[config.mk]
export PLATFORM = sky130hd
export DESIGN_NAME = conv_window_sequencer
export DESIGN_NICKNAME = d
export VERILOG_FILES = /design/src/rtl/conv_window_sequencer.sv
export SDC_FILE = /design/constraint.sdc
export NUM_CORES = 1
export LEC_CHECK = 0
export CORE_ASPECT_RATIO = 1.4
export CORE_MARGIN = 2
export CORE_UTILIZATION = 45
export DETAILED_ROUTE_END_ITERATION = 10
export SLEW_MARGIN = 10
export SYNTH_ARGS = -nofsm -noshare
export SYNTH_HDL_FRONTEND = slang
export SYNTH_SLANG_ARGS = --single-unit
export TNS_END_PERCENT = 20
[constraint.sdc]
create_clock -name clk -period 9.9 [get_ports clk]
set_input_delay 2.97 -clock clk [delete_from_list [all_inputs] [get_ports clk]]
set_output_delay 2.97 -clock clk [all_outputs]
set_load 0.02 [all_outputs]
[src/rtl/conv_window_sequencer.sv]
// rtl/conv_window_sequencer.sv - KxK stride-1 window beat sequencer; optional stall counter via SEQ_STALL_CNT_EN
module conv_window_sequencer #(
    parameter int ADDR_W = 16,
    parameter int DIM_W  = 8
) (
    input  logic              clk,
    input  logic              rst,
    input  logic              start,
    input  logic [DIM_W-1:0]  img_width,
    input  logic [DIM_W-1:0]  img_height,
    input  logic [DIM_W-1:0]  kernel_size,
    input  logic              stall,
    output logic [ADDR_W-1:0] img_addr,
    output logic [ADDR_W-1:0] ker_addr,
    output logic              beat_valid,
    output logic              beat_first,
    output logic              beat_last,
    output logic [DIM_W-1:0]  out_row,
    output logic [DIM_W-1:0]  out_col,
    output logic              busy,
    output logic              done,
    output logic              cfg_err
`ifdef SEQ_STALL_CNT_EN
    ,
    output logic [31:0]       stall_cycles
`endif
);

    typedef enum logic [1:0] {S_IDLE, S_RUN, S_DONE} state_t;

    state_t             state;
    logic [DIM_W-1:0]   cfg_w, cfg_h, cfg_k;
    logic [DIM_W-1:0]   kr, kc;
    // line_base = orow*W, win_base = line_base + ocol, row_base = win_base + kr*W
    logic [ADDR_W-1:0]  line_base, win_base, row_base;

    logic [DIM_W-1:0]   k_m1, col_max, row_max;
    logic [ADDR_W-1:0]  w_a;
    logic               cfg_bad, kc_end, kr_end, col_end, row_end;

    // Window limits derived from the latched configuration
    always_comb begin
        k_m1    = cfg_k - 1'b1;
        col_max = cfg_w - cfg_k;
        row_max = cfg_h - cfg_k;
        w_a     = ADDR_W'(cfg_w);
        kc_end  = (kc == k_m1);
        kr_end  = (kr == k_m1);
        col_end = (out_col == col_max);
        row_end = (out_row == row_max);
        cfg_bad = (kernel_size == '0) || (kernel_size > img_width) || (kernel_size > img_height);
    end

    assign beat_valid = (state == S_RUN) && !stall;

    // Control FSM and beat generator; outputs only advance on a transferred beat
    always_ff @(posedge clk) begin
        if (rst) begin
            state      <= S_IDLE;
            cfg_w      <= '0;
            cfg_h      <= '0;
            cfg_k      <= '0;
            kr         <= '0;
            kc         <= '0;
            line_base  <= '0;
            win_base   <= '0;
            row_base   <= '0;
            img_addr   <= '0;
            ker_addr   <= '0;
            beat_first <= 1'b0;
            beat_last  <= 1'b0;
            out_row    <= '0;
            out_col    <= '0;
            busy       <= 1'b0;
            done       <= 1'b0;
            cfg_err    <= 1'b0;
        end else begin
            case (state)
                S_IDLE: begin
                    if (start) begin
                        if (cfg_bad) begin
                            state   <= S_DONE;
                            done    <= 1'b1;
                            cfg_err <= 1'b1;
                        end else begin
                            state      <= S_RUN;
                            cfg_w      <= img_width;
                            cfg_h      <= img_height;
                            cfg_k      <= kernel_size;
                            kr         <= '0;
                            kc         <= '0;
                            line_base  <= '0;
                            win_base   <= '0;
                            row_base   <= '0;
                            img_addr   <= '0;
                            ker_addr   <= '0;
                            beat_first <= 1'b1;
                            beat_last  <= (kernel_size == DIM_W'(1));
                            out_row    <= '0;
                            out_col    <= '0;
                            busy       <= 1'b1;
                        end
                    end
                end
                S_RUN: begin
                    if (!stall) begin
                        if (!kc_end) begin
                            kc         <= kc + 1'b1;
                            img_addr   <= img_addr + 1'b1;
                            ker_addr   <= ker_addr + 1'b1;
                            beat_first <= 1'b0;
                            beat_last  <= kr_end && ((kc + 1'b1) == k_m1);
                        end else if (!kr_end) begin
                            kc         <= '0;
                            kr         <= kr + 1'b1;
                            row_base   <= row_base + w_a;
                            img_addr   <= row_base + w_a;
                            ker_addr   <= ker_addr + 1'b1;
                            beat_first <= 1'b0;
                            beat_last  <= 1'b0;
                        end else begin
                            kc       <= '0;
                            kr       <= '0;
                            ker_addr <= '0;
                            if (!col_end) begin
                                out_col    <= out_col + 1'b1;
                                win_base   <= win_base + 1'b1;
                                row_base   <= win_base + 1'b1;
                                img_addr   <= win_base + 1'b1;
                                beat_first <= 1'b1;
                                beat_last  <= (cfg_k == DIM_W'(1));
                            end else if (!row_end) begin
                                out_col    <= '0;
                                out_row    <= out_row + 1'b1;
                                line_base  <= line_base + w_a;
                                win_base   <= line_base + w_a;
                                row_base   <= line_base + w_a;
                                img_addr   <= line_base + w_a;
                                beat_first <= 1'b1;
                                beat_last  <= (cfg_k == DIM_W'(1));
                            end else begin
                                state      <= S_DONE;
                                busy       <= 1'b0;
                                done       <= 1'b1;
                                beat_first <= 1'b0;
                                beat_last  <= 1'b0;
                            end
                        end
                    end
                end
                default: begin
                    state   <= S_IDLE;
                    done    <= 1'b0;
                    cfg_err <= 1'b0;
                end
            endcase
        end
    end

`ifdef SEQ_STALL_CNT_EN
    // Saturating count of stalled RUN cycles, cleared by an accepted start
    always_ff @(posedge clk) begin
        if (rst) begin
            stall_cycles <= '0;
        end else if (state == S_IDLE && start) begin
            stall_cycles <= '0;
        end else if (state == S_RUN && stall && stall_cycles != 32'hFFFF_FFFF) begin
            stall_cycles <= stall_cycles + 1'b1;
        end
    end
`endif

endmodule

==> qor.log <==
qor: status.run_status complete, no violations
qor: floorplan.die_y 177 um
qor: detailed_routing.drt_pass1_iterations 5
qor: power_and_ir_drop.power_density_over_cell_area 162 nW/um^2
qor: synthesis.number_of_enable_flip_flop_cells_after_synthesis 0
qor: clocking.cts_post_setup_buffers_inserted 0
qor: global_routing.grt_antenna_before_repair 0
qor: clocking.cts_tree yes
qor: synthesis.ys_async_sr_fraction 0%
qor: cells_and_area.syn2layout_area_growth 16.2%
qor: global_routing.largest_net_degree_at_the_start_of_global_routing 52
qor: synthesis.synth.yosys.seq_area_share 29.6%
qor: floorplan.floorplan.die_area 22700 um^2
qor: placement.post-dp-hpwl 21200 um
qor: sta.max_freq 132 MHz
qor: sta.post-route-min-period 7.58 ns
qor: placement.placed_cells 1487
qor: cells_and_area.final_cell_area 11200 um^2
qor: setup_path.required_worst_endpoint 6.93 ns
qor: setup_path.critical_path.cell_chain clkdlybuf4s50_1, nor2_1, clkdlybuf4s50_1
qor: synthesis.netlist.top_cell.by_area sky130_fd_sc_hd__dfxtp_1
qor: worst_hold_path.hp-class flop to flop
qor: sta.grt_setup_unrepaired no
qor: global_routing.grt_pass1_vias 8600
qor: detailed_routing.drt_drc_violations_left 0
qor: setup_path.crit_slowest_cell sky130_fd_sc_hd__clkdlybuf4s50_1
qor: power_and_ir_drop.vdd.ir_drop.worst 0.127 mV
qor: global_routing.tot_gr_track_use 26.1%
qor: setup_path.worst_r2r_path_depth 10
qor: floorplan.die-width 128 um
qor: cells_and_area.utilization 53.2%
qor: synthesis.synth-seq-cells 143
qor: placement.placement.io_buffers 81
qor: detailed_routing.routed_wire_length 29300 um
qor: placement.dpl-instance-area 10700 um^2
qor: detailed_routing.number_of_drc_markers_after_the_initial_detailed_route_iteration 558
qor: floorplan.start_util 45.7%
qor: setup_path.cp-end-kind output port
qor: detailed_routing.vias 9119
qor: setup_path.cp_launch_point stall
qor: global_routing.grt_overflow 0
qor: clocking.h-tree-depth 4
qor: synthesis.syn-instance-count 1190
qor: sta.setup_viol_count_final 0
qor: worst_hold_path.holdPathStages 2
qor: synthesis.ys_top_cells_by_area sky130_fd_sc_hd__dfxtp_1 (30%), sky130_fd_sc_hd__ha_1 (7.1%), sky130_fd_sc_hd__xnor2_1 (5.7%)
qor: clocking.clk_pin_slew 0.06 ns
qor: synthesis.ys_dominant_reg_cell sky130_fd_sc_hd__dfxtp_1
qor: sta.worst_clock_skew 0.0108 ns
qor: sta.setup_total_negative_slack 0 ns
qor: setup_path.worstSetupStartpointType primary input
qor: synthesis.synthTopCellsByCount sky130_fd_sc_hd__dfxtp_1 (143), sky130_fd_sc_hd__a21oi_1 (101), sky130_fd_sc_hd__nor2_1 (96)
qor: clocking.cts_hold_buffers 0
qor: clocking.cts_made_buffers 17
qor: setup_path.critical_path_s_largest_stage_delay 0.70 ns
qor: clocking.cts.root.buffer_cell sky130_fd_sc_hd__clkbuf_16
qor: floorplan.io-pin-count 82
qor: synthesis.yosysTopAreaCellShare 29.6%
qor: clocking.clkSinkCount 143
qor: setup_path.path_class primary input to output port
qor: setup_path.crit_fanout 5
qor: global_routing.grt_first_pass_wirelength 46400 um
qor: sta.layout_worst_path_cycle_share 76.6%
qor: synthesis.netlist_area 9660 um^2
qor: setup_path.critPathMostFrequentCell sky130_fd_sc_hd__clkdlybuf4s50_1
qor: clocking.clock_insertion_delay_worst_skew 0.44 ns
qor: floorplan.placementRows 63
qor: cells_and_area.insertedDiodeCount 0
qor: synthesis.synthesis.yosys.warnings 0
qor: worst_hold_path.min-delay-start beat_first
qor: cells_and_area.layout-drive-gt1-share 5.88%
qor: sta.drv_slew 0
qor: cells_and_area.design.final.nets 1333
qor: detailed_routing.detail_route.vias_per_cell 6.00
qor: synthesis.synth_cell_type_count 77
qor: sta.max_slew_margin_vs_limit 27.5%
qor: setup_path.arrival 4.61 ns
qor: clocking.post_cts_resize_count 0
qor: setup_path.r2r_start cfg_k[0]
qor: sta.hold_viol_final 0
qor: synthesis.syn-mean-instance-area 8.12 um^2
qor: job.drv.max_cap_violation_count 0
qor: synthesis.synthesis.nets 1277
qor: placement.gpl.final_weighted_congestion 0.901
qor: power_and_ir_drop.power.leakage 4.29 nW
qor: floorplan.core-area 21100 um^2
qor: detailed_routing.post_drt_wl_per_cell 19.3 um
qor: clocking.clock_path_buffers 2
qor: synthesis.synth.most_common_cell sky130_fd_sc_hd__dfxtp_1
qor: sta.tightest_slew 1.08 ns
qor: cells_and_area.final_cell_count_no_fill 1519
qor: detailed_routing.route.antenna.remaining_nets 0
## path summary, 6_finish.rpt
check | slack, ns | endpoint
worst min-delay path | 0.46 | beat_first
worst max-delay path | 2.32 | beat_valid
worst min register to register | 0.46 | beat_first
worst max register to register | 5.50 | img_addr[1]
## area by class of cell
type | count | area (um^2)
clock buffer | 22 | 444
clock inverter | 10 | 114
fill | 2079 | 9890
inverter | 45 | 169
multi-input combinational | 944 | 6410
sequential | 143 | 2860
tap | 260 | 325
timing repair buffer | 95 | 911
## through the flow
step                hold WS [ns]  setup WS (ns)  power (mW)
finish                     0.458           2.32        1.82
global route               0.473           2.32        1.91
CTS                        0.457           2.38        1.83
detailed placement         0.449           2.40        1.20
global placement           0.444           2.39        1.20
floorplan                  0.436           3.58        1.04
## per-layer routing
| metal | up-vias | wire (um) | GRT usage (%) |
|---|---|---|---|
| met5 | - | 0 | 0 |
| met4 | 0 | 692 | 8.70 |
| met3 | 40 | 1210 | 3.29 |
| met2 | 226 | 14800 | 46.1 |
| met1 | 4391 | 12600 | 32.7 |
| li1 | 4462 | - | - |
## placed cells by master, fill, tap and decap left out, drive strengths merged, types with 7 or more instances in the layout
master,synthesis,final
a21o,10,10
a21oi,101,101
a22o,11,11
a22oi,7,7
a31oi,20,20
and2,12,12
and3,19,19
buf,14,15
clkbuf,44,22
clkdlybuf4s50,0,80
dfxtp,143,143
ha,55,55
inv,44,45
mux2i,39,39
nand2,90,90
nand3,56,56
nand4,24,24
nor2,96,96
nor2b,8,8
nor3,25,25
nor4,17,17
o211ai,19,19
o21ai,70,70
o2bb2ai,14,14
or3,22,22
or4,10,10
xnor2,63,63
xor2,57,57
## critical path, delay by kind of cell
family,cells,cell delay [ns]
buf+inv,2,1.22
simple gates,1,0.43
## flip-flops by register name, indices dropped and copies added, names as in the netlist
register and count:
img_addr 16, ker_addr 16, line_base 16, row_base 16, win_base 16, cfg_h 8
cfg_k 8, cfg_w 8, kc 8, kr 8, out_col 8, out_row 8
state 2, beat_first 1, beat_last 1, busy 1, cfg_err 1, done 1
## power breakdown
part,internal [mW],switching (mW),total (mW),leakage (nW)
logic,0.213,0.347,0.560,2.88
registers,0.597,0.0358,0.633,1.16
clock network,0.370,0.261,0.631,0.261
total,1.18,0.644,1.82,4.29
## kinds of logic (layout without fill, tap and decap cells)
logic type               after synthesis  in the layout  share of synthesized area [%]
adder cells (fa/ha/maj)               59             59                           7.95
flip-flops                           143            143                           29.6
multiplexers                          44             44                           4.62
XOR/XNOR                             120            120                           10.9
AND/OR/NAND/NOR                      405            405                           21.6
buffers and inverters                103            172                           4.21
AO/OA/AOI/OAI                        316            316                           21.1
Power figures use the tool's default switching activity.
